==> config.mk <==
export PLATFORM = sky130hd
export DESIGN_NAME = adc_link_sequencer
export DESIGN_NICKNAME = d
export VERILOG_FILES = /design/src/rtl/adc_link_pkg.sv /design/src/rtl/link_timer.sv /design/src/rtl/adc_link_sequencer.sv
export SDC_FILE = /design/constraint.sdc
export NUM_CORES = 1
export LEC_CHECK = 0
export ABC_AREA = 1
export BUFFER_PORTS_ARGS = -buffer_cell sky130_fd_sc_hd__buf_2
export CORE_MARGIN = 4
export CORE_UTILIZATION = 54
export DETAILED_ROUTE_END_ITERATION = 16
export HOLD_SLACK_MARGIN = 0.03
export PLACE_DENSITY = 0.79
export SYNTH_ARGS = -nofsm -noshare
export SYNTH_HDL_FRONTEND = slang
export SYNTH_SLANG_ARGS = --single-unit
==> constraint.sdc <==
create_clock -name i_clk -period 2.4 [get_ports i_clk]
set_clock_uncertainty 0.2 [all_clocks]
set_input_delay 0.12 -clock i_clk [delete_from_list [all_inputs] [get_ports i_clk]]
set_output_delay 0.12 -clock i_clk [all_outputs]
set_load 0.02 [all_outputs]
==> src/rtl/adc_link_pkg.sv <==
// Shared types and constants for the ADC LVDS link bring-up sequencer.
package adc_link_pkg;

  typedef enum logic [2:0] {
    StIdle,
    StLockWait,
    StRxRst,
    StSettle,
    StCheck,
    StSlip,
    StAligned,
    StFail
  } state_e;

  // Word the ADC drives on the frame lane once the deserializer is word-aligned.
  localparam logic [7:0] FRAME_PATTERN = 8'hF0;

  localparam int unsigned DEF_LOCK_CYCLES    = 16;
  localparam int unsigned DEF_RX_RST_CYCLES  = 4;
  localparam int unsigned DEF_SETTLE_CYCLES  = 4;
  localparam int unsigned DEF_MAX_SLIPS      = 8;
  localparam int unsigned DEF_RETRY_LIMIT    = 3;
  localparam int unsigned DEF_MISMATCH_LIMIT = 4;

  // Width of the shared phase timer.
  localparam int unsigned TIMER_W = 16;

  function automatic logic is_busy(input state_e s);
    return !(s inside {StIdle, StAligned, StFail});
  endfunction

endpackage

==> src/rtl/link_timer.sv <==
// Loadable down-counter; o_done is high while the count sits at zero.
module link_timer
  import adc_link_pkg::*;
(
  input  logic               i_clk,
  input  logic               i_reset,
  input  logic               i_load,
  input  logic               i_dec,
  input  logic [TIMER_W-1:0] i_load_val,
  output logic               o_done
);

  logic [TIMER_W-1:0] r_count;

  // Load has priority; decrement stops at zero.
  always_ff @(posedge i_clk) begin
    if (i_reset) begin
      r_count <= '0;
    end else if (i_load) begin
      r_count <= i_load_val;
    end else if (i_dec && (r_count != '0)) begin
      r_count <= r_count - 1'b1;
    end
  end

  assign o_done = (r_count == '0);

endmodule

==> src/rtl/adc_link_sequencer.sv <==
// Bring-up and supervision FSM for one fast-ADC LVDS link: PLL lock qualification,
// deserializer reset, bitslip word alignment with retries, and in-service monitoring.
module adc_link_sequencer
  import adc_link_pkg::*;
#(
  parameter int unsigned LOCK_CYCLES    = DEF_LOCK_CYCLES,
  parameter int unsigned RX_RST_CYCLES  = DEF_RX_RST_CYCLES,
  parameter int unsigned SETTLE_CYCLES  = DEF_SETTLE_CYCLES,
  parameter int unsigned MAX_SLIPS      = DEF_MAX_SLIPS,
  parameter int unsigned RETRY_LIMIT    = DEF_RETRY_LIMIT,
  parameter int unsigned MISMATCH_LIMIT = DEF_MISMATCH_LIMIT
) (
  input  logic       i_clk,
  input  logic       i_reset,
  input  logic       i_start,
  input  logic       i_pll_locked,
  input  logic [7:0] i_frm_data,
  output logic       o_rx_reset,
  output logic       o_bitslip,
  output logic       o_aligned,
  output logic       o_error,
  output logic       o_busy,
  output logic [3:0] o_slip_count,
  output logic [7:0] o_relock_count
);

  // Timer reload values are "cycles - 1": the phase ends on the cycle the count hits zero.
  localparam logic [TIMER_W-1:0] LOCK_LOAD   = TIMER_W'(LOCK_CYCLES - 1);
  localparam logic [TIMER_W-1:0] RX_RST_LOAD = TIMER_W'(RX_RST_CYCLES - 1);
  localparam logic [TIMER_W-1:0] SETTLE_LOAD = TIMER_W'(SETTLE_CYCLES - 1);
  localparam logic [3:0]         MAX_SLIP_C  = 4'(MAX_SLIPS);
  localparam logic [7:0]         RETRY_C     = 8'(RETRY_LIMIT);
  localparam logic [7:0]         MISMATCH_C  = 8'(MISMATCH_LIMIT);

  state_e             r_state;
  state_e             w_next;
  logic               r_rx_reset;
  logic               r_bitslip;
  logic               r_aligned;
  logic               r_error;
  logic               r_busy;
  logic [3:0]         r_slip_count;
  logic [7:0]         r_relock_count;
  logic [7:0]         r_retry_count;
  logic [7:0]         r_mismatch_count;
  logic               w_frame_ok;
  logic               w_mismatch_hit;
  logic               w_tmr_load;
  logic               w_tmr_dec;
  logic               w_tmr_done;
  logic [TIMER_W-1:0] w_tmr_val;

  assign w_frame_ok     = (i_frm_data == FRAME_PATTERN);
  assign w_mismatch_hit = !w_frame_ok && ((r_mismatch_count + 8'd1) == MISMATCH_C);

  link_timer u_timer (
    .i_clk      (i_clk),
    .i_reset    (i_reset),
    .i_load     (w_tmr_load),
    .i_dec      (w_tmr_dec),
    .i_load_val (w_tmr_val),
    .o_done     (w_tmr_done)
  );

  // Next-state decode; PLL loss in any busy state or in ALIGNED restarts lock qualification.
  always_comb begin
    w_next = r_state;
    unique case (r_state)
      StIdle:     if (i_start) w_next = StLockWait;
      StLockWait: if (i_pll_locked && w_tmr_done) w_next = StRxRst;
      StRxRst: begin
        if (!i_pll_locked)   w_next = StLockWait;
        else if (w_tmr_done) w_next = StSettle;
      end
      StSettle: begin
        if (!i_pll_locked)   w_next = StLockWait;
        else if (w_tmr_done) w_next = StCheck;
      end
      StCheck: begin
        if (!i_pll_locked)                            w_next = StLockWait;
        else if (w_frame_ok)                          w_next = StAligned;
        else if (r_slip_count < MAX_SLIP_C)           w_next = StSlip;
        else if ((r_retry_count + 8'd1) == RETRY_C)   w_next = StFail;
        else                                          w_next = StRxRst;
      end
      StSlip:    w_next = i_pll_locked ? StSettle : StLockWait;
      StAligned: if (!i_pll_locked || w_mismatch_hit) w_next = StLockWait;
      StFail:    if (i_start) w_next = StLockWait;
      default:   w_next = StIdle;
    endcase
  end

  // Timer is reloaded on every state entry, and on each low lock sample while qualifying.
  always_comb begin
    w_tmr_load = (w_next != r_state) || ((r_state == StLockWait) && !i_pll_locked);
    w_tmr_dec  = !w_tmr_load;
    case (w_next)
      StLockWait: w_tmr_val = LOCK_LOAD;
      StRxRst:    w_tmr_val = RX_RST_LOAD;
      StSettle:   w_tmr_val = SETTLE_LOAD;
      default:    w_tmr_val = '0;
    endcase
  end

  // State, bookkeeping counters and Moore outputs registered from the next state.
  always_ff @(posedge i_clk) begin
    if (i_reset) begin
      r_state          <= StIdle;
      r_rx_reset       <= 1'b0;
      r_bitslip        <= 1'b0;
      r_aligned        <= 1'b0;
      r_error          <= 1'b0;
      r_busy           <= 1'b0;
      r_slip_count     <= '0;
      r_relock_count   <= '0;
      r_retry_count    <= '0;
      r_mismatch_count <= '0;
    end else begin
      r_state    <= w_next;
      r_rx_reset <= (w_next == StRxRst);
      r_bitslip  <= (w_next == StSlip);
      r_aligned  <= (w_next == StAligned);
      r_error    <= (w_next == StFail);
      r_busy     <= is_busy(w_next);

      if (w_next == StRxRst)     r_slip_count <= '0;
      else if (w_next == StSlip) r_slip_count <= r_slip_count + 4'd1;

      if (((r_state == StIdle) || (r_state == StFail)) && (w_next == StLockWait)) begin
        r_retry_count <= '0;
      end else if ((r_state == StAligned) && (w_next != StAligned)) begin
        r_retry_count <= '0;
      end else if ((r_state == StCheck) && ((w_next == StRxRst) || (w_next == StFail))) begin
        r_retry_count <= r_retry_count + 8'd1;
      end

      if ((r_state == StAligned) && (w_next == StAligned)) begin
        r_mismatch_count <= w_frame_ok ? 8'd0 : (r_mismatch_count + 8'd1);
      end else begin
        r_mismatch_count <= '0;
      end

      if ((r_state == StAligned) && (w_next != StAligned) && (r_relock_count != 8'hFF)) begin
        r_relock_count <= r_relock_count + 8'd1;
      end
    end
  end

  assign o_rx_reset     = r_rx_reset;
  assign o_bitslip      = r_bitslip;
  assign o_aligned      = r_aligned;
  assign o_error        = r_error;
  assign o_busy         = r_busy;
  assign o_slip_count   = r_slip_count;
  assign o_relock_count = r_relock_count;

endmodule

==> metrics.txt, run 1 <==
status=finished with violations; violated checks=negative setup slack; Max Fclk=0.397 GHz; initial antenna violation count=0; min-delay worst type=in -> reg; compound-cell area share of the yosys netlist=0.0888; syn_nets=443; Num Clock Sinks=52; largest net degree at the start of global routing=25; Yosys warning count=0; Cell Rows=27; sequential-to-total area share from yosys stat=0.340; Tmin final=2520 ps; commonest non-fill, non-tap cell in the layout=nand2_1; Reg clk slew, reported paths=90 ps; main combinational cell family by area after synthesis=simple AND/OR/NAND/NOR gates; total power draw=0.00433 W; element type at the critical path end=register; total core area=5510 um^2; share of cells above drive strength 1=0.388; Synth cell types=39; antenna cells=0; Yosys reg bits=52; via count=3036; DRT antenna net count=0; worst skew pair latency=300 ps; Residual DRC=0; vias in the first global route=2778; number of synthesized flops with an enable pin=0; Slew Limit Fails=0; Top-Level Pins=29; Max stage delay cell, worst path=dfxtp_2; Detailed Route Iter0 Violations=248; wirelength, routed=7840 um; VDD IR-drop max=1100 uV; Die Y=83.3 um; Slew Limit Headroom=0.617; Syn Area/Cell=7.23 um^2; count of input and output buffers=28; critical path class=reg -> reg; CTS tree=done; Synth Area in Adders=0.0327; initial core utilization=0.555; total CTS buffers=5; RSZ-0062 raised after global routing=true; P_leak=1.75 nW; CP Data Required Time=2440 ps; via/cell ratio=5.38; 1st-pass router iterations=4; deepest clock path buffer count=2; Area Overhead vs Synth=30.5%; ys async rst share=0; Period Utilization, post-route=1.05; P per Cell Area=1080 nW/um^2; most used cell, CP=nand3_4; Routability Congestion=0.919; Final setup viols=32; GRT overflow=0; cell area after synthesis=3060 um^2; gr usage total=0.199; simple-gate share of the synthesized area=0.414; crit-path leading delay family=simple AND/OR/NAND/NOR gates; Die Area=6930 um^2; commonest non-fill, non-tap cells in the layout=nand2_1, inv_1, dfxtp_1; clk root buf=clkbuf_8; crit path buf inv count=3; post-synthesis xor/xnor area fraction=0.0430; Chip Width=83.3 um; critical path, cell by cell=buf_4, ha_1, inv_1, nor2_4, nand3_2, nor2_4, nand3_4, nand3_4, nand3_4, nand2_4, clkinvlp_4, nand3_4, nand2_4, nand2_4, nand2_1, a21oi_2; Max stage delay on crit path=360 ps; CP Data Arrival Time=2560 ps; final setup margin=-119 ps; fin nets=511; Synth Flop Type=dfxtp_1; crit-path max FO=7; worst hold slack=94.5 ps; max_cap viols=0; global-route wire length before repair=11700 um; drt wl/cell=13.9 um; Synth Instances=423; multiplexer area fraction after synthesis=0; dpl hpwl=5300 um; Slew @ Worst Pin=575 ps; H-tree levels=2; Worst setup SP type=register; final hold vios=0
-- what timing repair did --
action	CTS	global route
hold endpoints to repair	1	0
pin swaps	3	36
cloned	0	1
setup endpoints to repair	24	43
setup buffers	0	16
hold buffers	1	0
resized for setup	9	83
-- area by class of cell --
type / count / area, um^2
multi-input cells: 309 / 2080
fillers: 402 / 1520
flip-flops and latches: 52 / 1050
repair buffers: 66 / 435
inverters: 57 / 225
well taps: 72 / 90.1
clock buffers: 5 / 68.8
clock inverters: 3 / 42.5
-- where the power goes --
part	switching, W	internal, W	total [W]
clock	0.000284	0.000309	0.000593
combinational	0.00157	0.00104	0.00262
sequential	0.000128	0.000991	0.00112
-- metrics by stage --
step	instances	area (um^2)	utilization	worst slack [ps]	TNS, ps
after floorplan	423	3060	-	106	0
after global placement	538	3410	0.620	34.5	0
after detailed placement	538	3410	0.620	-66.1	-533
after CTS	547	3560	0.646	0.943	0
after global routing	564	3990	0.725	-263	-7080
final	564	3990	0.725	-119	-1720
-- path summary, 6_finish.rpt --
kind                                        from                              to  slack (ps)  depth (start not counted)
setup / recovery  r_mismatch_count[0]$_SDFF_PP0_   r_retry_count[3]$_SDFFE_PP0P_        -120                         16
hold / removal                           i_reset           r_state[1]$_SDFF_PP0_          90                          2
setup reg to reg  r_mismatch_count[0]$_SDFF_PP0_   r_retry_count[3]$_SDFFE_PP0P_        -120                         16
hold reg to reg   o_relock_count[1]$_SDFFE_PP0P_  o_relock_count[1]$_SDFFE_PP0P_         300                          2
-- sequential cells by signal, summed over array words and instances, names as in the netlist, 3 cells and up --
register / flops
o_slip_count: 4
r_mismatch_count: 8
o_relock_count: 8
r_state: 3
u_timer.r_count: 16
r_retry_count: 8
-- synth_stat cells, drive strengths merged (4+ instances only) --
library cell  instances  area share
clkbuf                4      0.0053
ha                    8       0.033
nand2               102        0.15
xnor2                 4       0.011
nor3b                 4      0.0098
nand4                15       0.036
nor2                 50       0.072
o21ai                15       0.028
dfxtp                52        0.34
xor2                 11       0.032
nor3                 23       0.056
inv                  57       0.070
a21oi                23       0.044
nand3                41       0.081
-- per-layer routing --
layer	part of all wire	track usage	up-vias
met5	0	0	-
met4	0.031	0.0728	0
met3	0.049	0.0377	25
met2	0.50	0.349	85
met1	0.42	0.241	1402
li1	-	-	1524
-- cells by family (layout without fill, tap and decap cells) --
group | after synthesis | count (layout)
buffers and inverters | 63 | 131
DFF | 52 | 52
and+or+nand+nor | 242 | 243
AOI/OAI and AO/OA | 43 | 43
xor gates and xnor gates | 15 | 15
adders and majority gates | 8 | 8
-- worst register-to-register path: stages, from the launching register on --
cell	delay, ps
dfxtp_2	360
buf_4	140
ha_1	180
inv_1	70
nor2_4	110
nand3_2	100
nor2_4	140
nand3_4	110
nand3_4	110
nand3_4	100
nand2_4	130
clkinvlp_4	160
nand3_4	150
nand2_4	90
nand2_4	110
nand2_1	80
a21oi_2	120
Power figures use the tool's default switching activity.
==> run 2: changes to the inputs <==
Settings changed: ABC_AREA 1 to 0, CORE_UTILIZATION 54 to 53, HOLD_SLACK_MARGIN 0.03 to 0.12, PLACE_DENSITY 0.79 to 0.78.
==> run 2 against run 1 <==
  * The flow still finishes with violations (negative setup slack)
  * Via count up 12%
  * Setup slack worse by 380 ps
  * Fmax down 13%
  * Routed wire length up 49%
  * Clock power down 13%
  * Sequential share of layout area down 2.3 points
  * Flip-flop and latch count unchanged
  * Cell count down 6.0%
  * Register-to-register slack worse by 380 ps
  * Global-route usage up 9.4 points
  * Critical path type unchanged
  * Largest cell class unchanged
==> metrics.txt, run 2 <==
Max Fclk=0.344 GHz; Yosys reg bits=52; Slew @ Worst Pin=861 ps; critical path class=reg -> reg; sw power=0.00206 W; Setup TNS=-17360 ps; Synth Flop Type=dfxtp_1; number of synthesized flops with an enable pin=0; wirelength, routed=11700 um; max reg flops=16; fin area=4420 um^2; vias in the first global route=3234; 1st-pass router iterations=13; final hold vios=0; Detailed Route Iter0 Violations=450; CP Data Arrival Time=2950 ps; Synth area leaders=dfxtp_1, nor2_1, xnor2_1; worst skew pair latency=320 ps; Reg with most FFs=u_timer.r_count; commonest non-fill, non-tap cells in the layout=buf_4, nor2_1, dfxtp_1; P per Cell Area=1080 nW/um^2; clk root buf=clkbuf_8; fill cell count=253; Synth Instances=333; syn_nets=353; Residual DRC=0; max_cap viols=0; most common cell in the netlist=nor2_1; min-delay worst type=in -> reg; Tmin final=2900 ps; Slew Limit Headroom=0.421; deepest clock path buffer count=2; top cells by count, synth=nor2_1, dfxtp_1, nand2_1; Seq pwr share=0.235; Slew Limit Fails=0; pre-CTS setup slack=-391 ps; dpl hpwl=5700 um; share of cells above drive strength 1=0.491; antenna cells=0; CP Data Required Time=2440 ps; element type at the critical path end=register; Period Utilization, post-route=1.21; drt wl/cell=22.0 um; worst hold slack=240 ps; count of input and output buffers=28; Worst setup SP type=register; Die Area=6550 um^2; Die Y=81.0 um; largest net degree at the start of global routing=18; sequential-to-total area share from yosys stat=0.369; Yosys warning count=0; RSZ-0062 raised after global routing=true; violated checks=negative setup slack; GRT overflow=0; H-tree levels=2; via count=3394; Synth cell types=59; Top-Level Pins=29; crit-path max FO=7; via/cell ratio=6.40; Synth area leader=dfxtp_1; status=finished with violations; gr usage total=0.294; DRT antenna net count=0; Reg clk slew, reported paths=100 ps; Chip Width=81.0 um; Routability Congestion=0.935; Syn Area/Cell=8.47 um^2; initial antenna violation count=0; Comb power frac=0.656; fin util=0.859; Cell Rows=26; Placed Area=3710 um^2; Area Overhead vs Synth=56.5%; total core area=5140 um^2; P_leak=1.86 nW; fin nets=479; VDD IR-drop max=702 uV; switching part of the total=0.434; final setup margin=-503 ps; initial core utilization=0.549; global-route wire length before repair=14900 um; cell area after synthesis=2820 um^2; Internal Pwr Total=0.00269 W; Clock Power Share=0.109; share of the synthesized area in the top cell type=0.369; Num Clock Sinks=52; CTS tree=done; Final setup viols=50; commonest non-fill, non-tap cell in the layout=buf_4; total CTS buffers=5; ys async rst share=0
==> run 2: cell types whose count changed in the layout (fill, tap and decap cells not counted), sizes merged, moves of 9 or more <==
cell   previous run  this run
nand2           103        29
buf              65       129
inv              56         9
nand3            41         8
xnor2             4        19
a21oi            23        14
==> run 2: layer usage <==
layer	GRT usage	up-vias	share of wire
met2	0.541	256	0.50
met1	0.306	1588	0.34
met4	0.167	0	0.070
li1	-	1455	-
met3	0.0621	95	0.091
met5	0	-	0
==> run 2: path summary, 6_finish.rpt <==
kind	from	endpoint	slack [ps]	cells after the start
worst min-delay path	i_pll_locked	o_relock_count[1]$_SDFFE_PP0P_	240	5
worst max-delay path	r_retry_count[5]$_SDFFE_PP0P_	r_retry_count[3]$_SDFFE_PP0P_	-500	10
worst max register to register	r_retry_count[5]$_SDFFE_PP0P_	r_retry_count[3]$_SDFFE_PP0P_	-500	10
worst min register to register	r_mismatch_count[7]$_SDFF_PP0_	r_mismatch_count[7]$_SDFF_PP0_	360	2
==> run 2: kinds of logic (layout without fill, tap and decap cells) <==
logic type | count (synthesis) | count (layout) | synth area share
compound gates | 55 | 55 | 0.148
xor+xnor | 33 | 33 | 0.102
fa+ha+maj | 8 | 8 | 0.0355
buf+inv | 20 | 147 | 0.0297
flops | 52 | 52 | 0.369
mux | 3 | 3 | 0.0106
simple gates | 162 | 162 | 0.305
==> run 2: power groups by stage <==
stage	Sequential (W)	Combinational (W)	Clock (W)
after CTS	0.00110	0.00265	0.000506
after global placement	0.00111	0.00226	0
after detailed placement	0.00112	0.00234	0
after global routing	0.00113	0.00329	0.000543
after floorplan	0.00114	0.00134	0
final	0.00112	0.00311	0.000517
==> run 2: per-stage QoR <==
step | total power [W] | std cells
after CTS | 0.00426 | 523
after detailed placement | 0.00346 | 503
after global placement | 0.00337 | 503
after floorplan | 0.00248 | 333
final | 0.00475 | 530
after global routing | 0.00496 | 530
==> run 2: layout make-up <==
| class | instances | area (um^2) | share of cell area |
|---|---|---|---|
| Multi-Input combinational cell | 261 | 2160 | 0.488 |
| Sequential cell | 52 | 1060 | 0.241 |
| Timing Repair Buffer | 130 | 986 | 0.223 |
| Tap cell | 70 | 87.6 | 0.0198 |
| Clock buffer | 5 | 68.8 | 0.0156 |
| Inverter | 9 | 36.3 | 0.00822 |
| Clock inverter | 3 | 18.8 | 0.00425 |
==> run 2: worst max-delay path, stage by stage (launching register included) <==
cell and delay [ps]:
dfxtp_1 430, nand2_1 190, buf_4 200, o211ai_1 320, o41ai_4 200, a32oi_4 280, nand2_2 160, o211ai_4 250
buf_6 170, o21ai_0 180, a21oi_2 250
==> run 2: repair_timing <==
item / CTS / global route
hold endpoints to repair: 11 / 0
endpoints found under the setup margin: 50 / 51
pin swaps: 26 / 14
hold buffers: 1 / 0
setup buffers: 12 / 7
gates resized for setup: 61 / 41
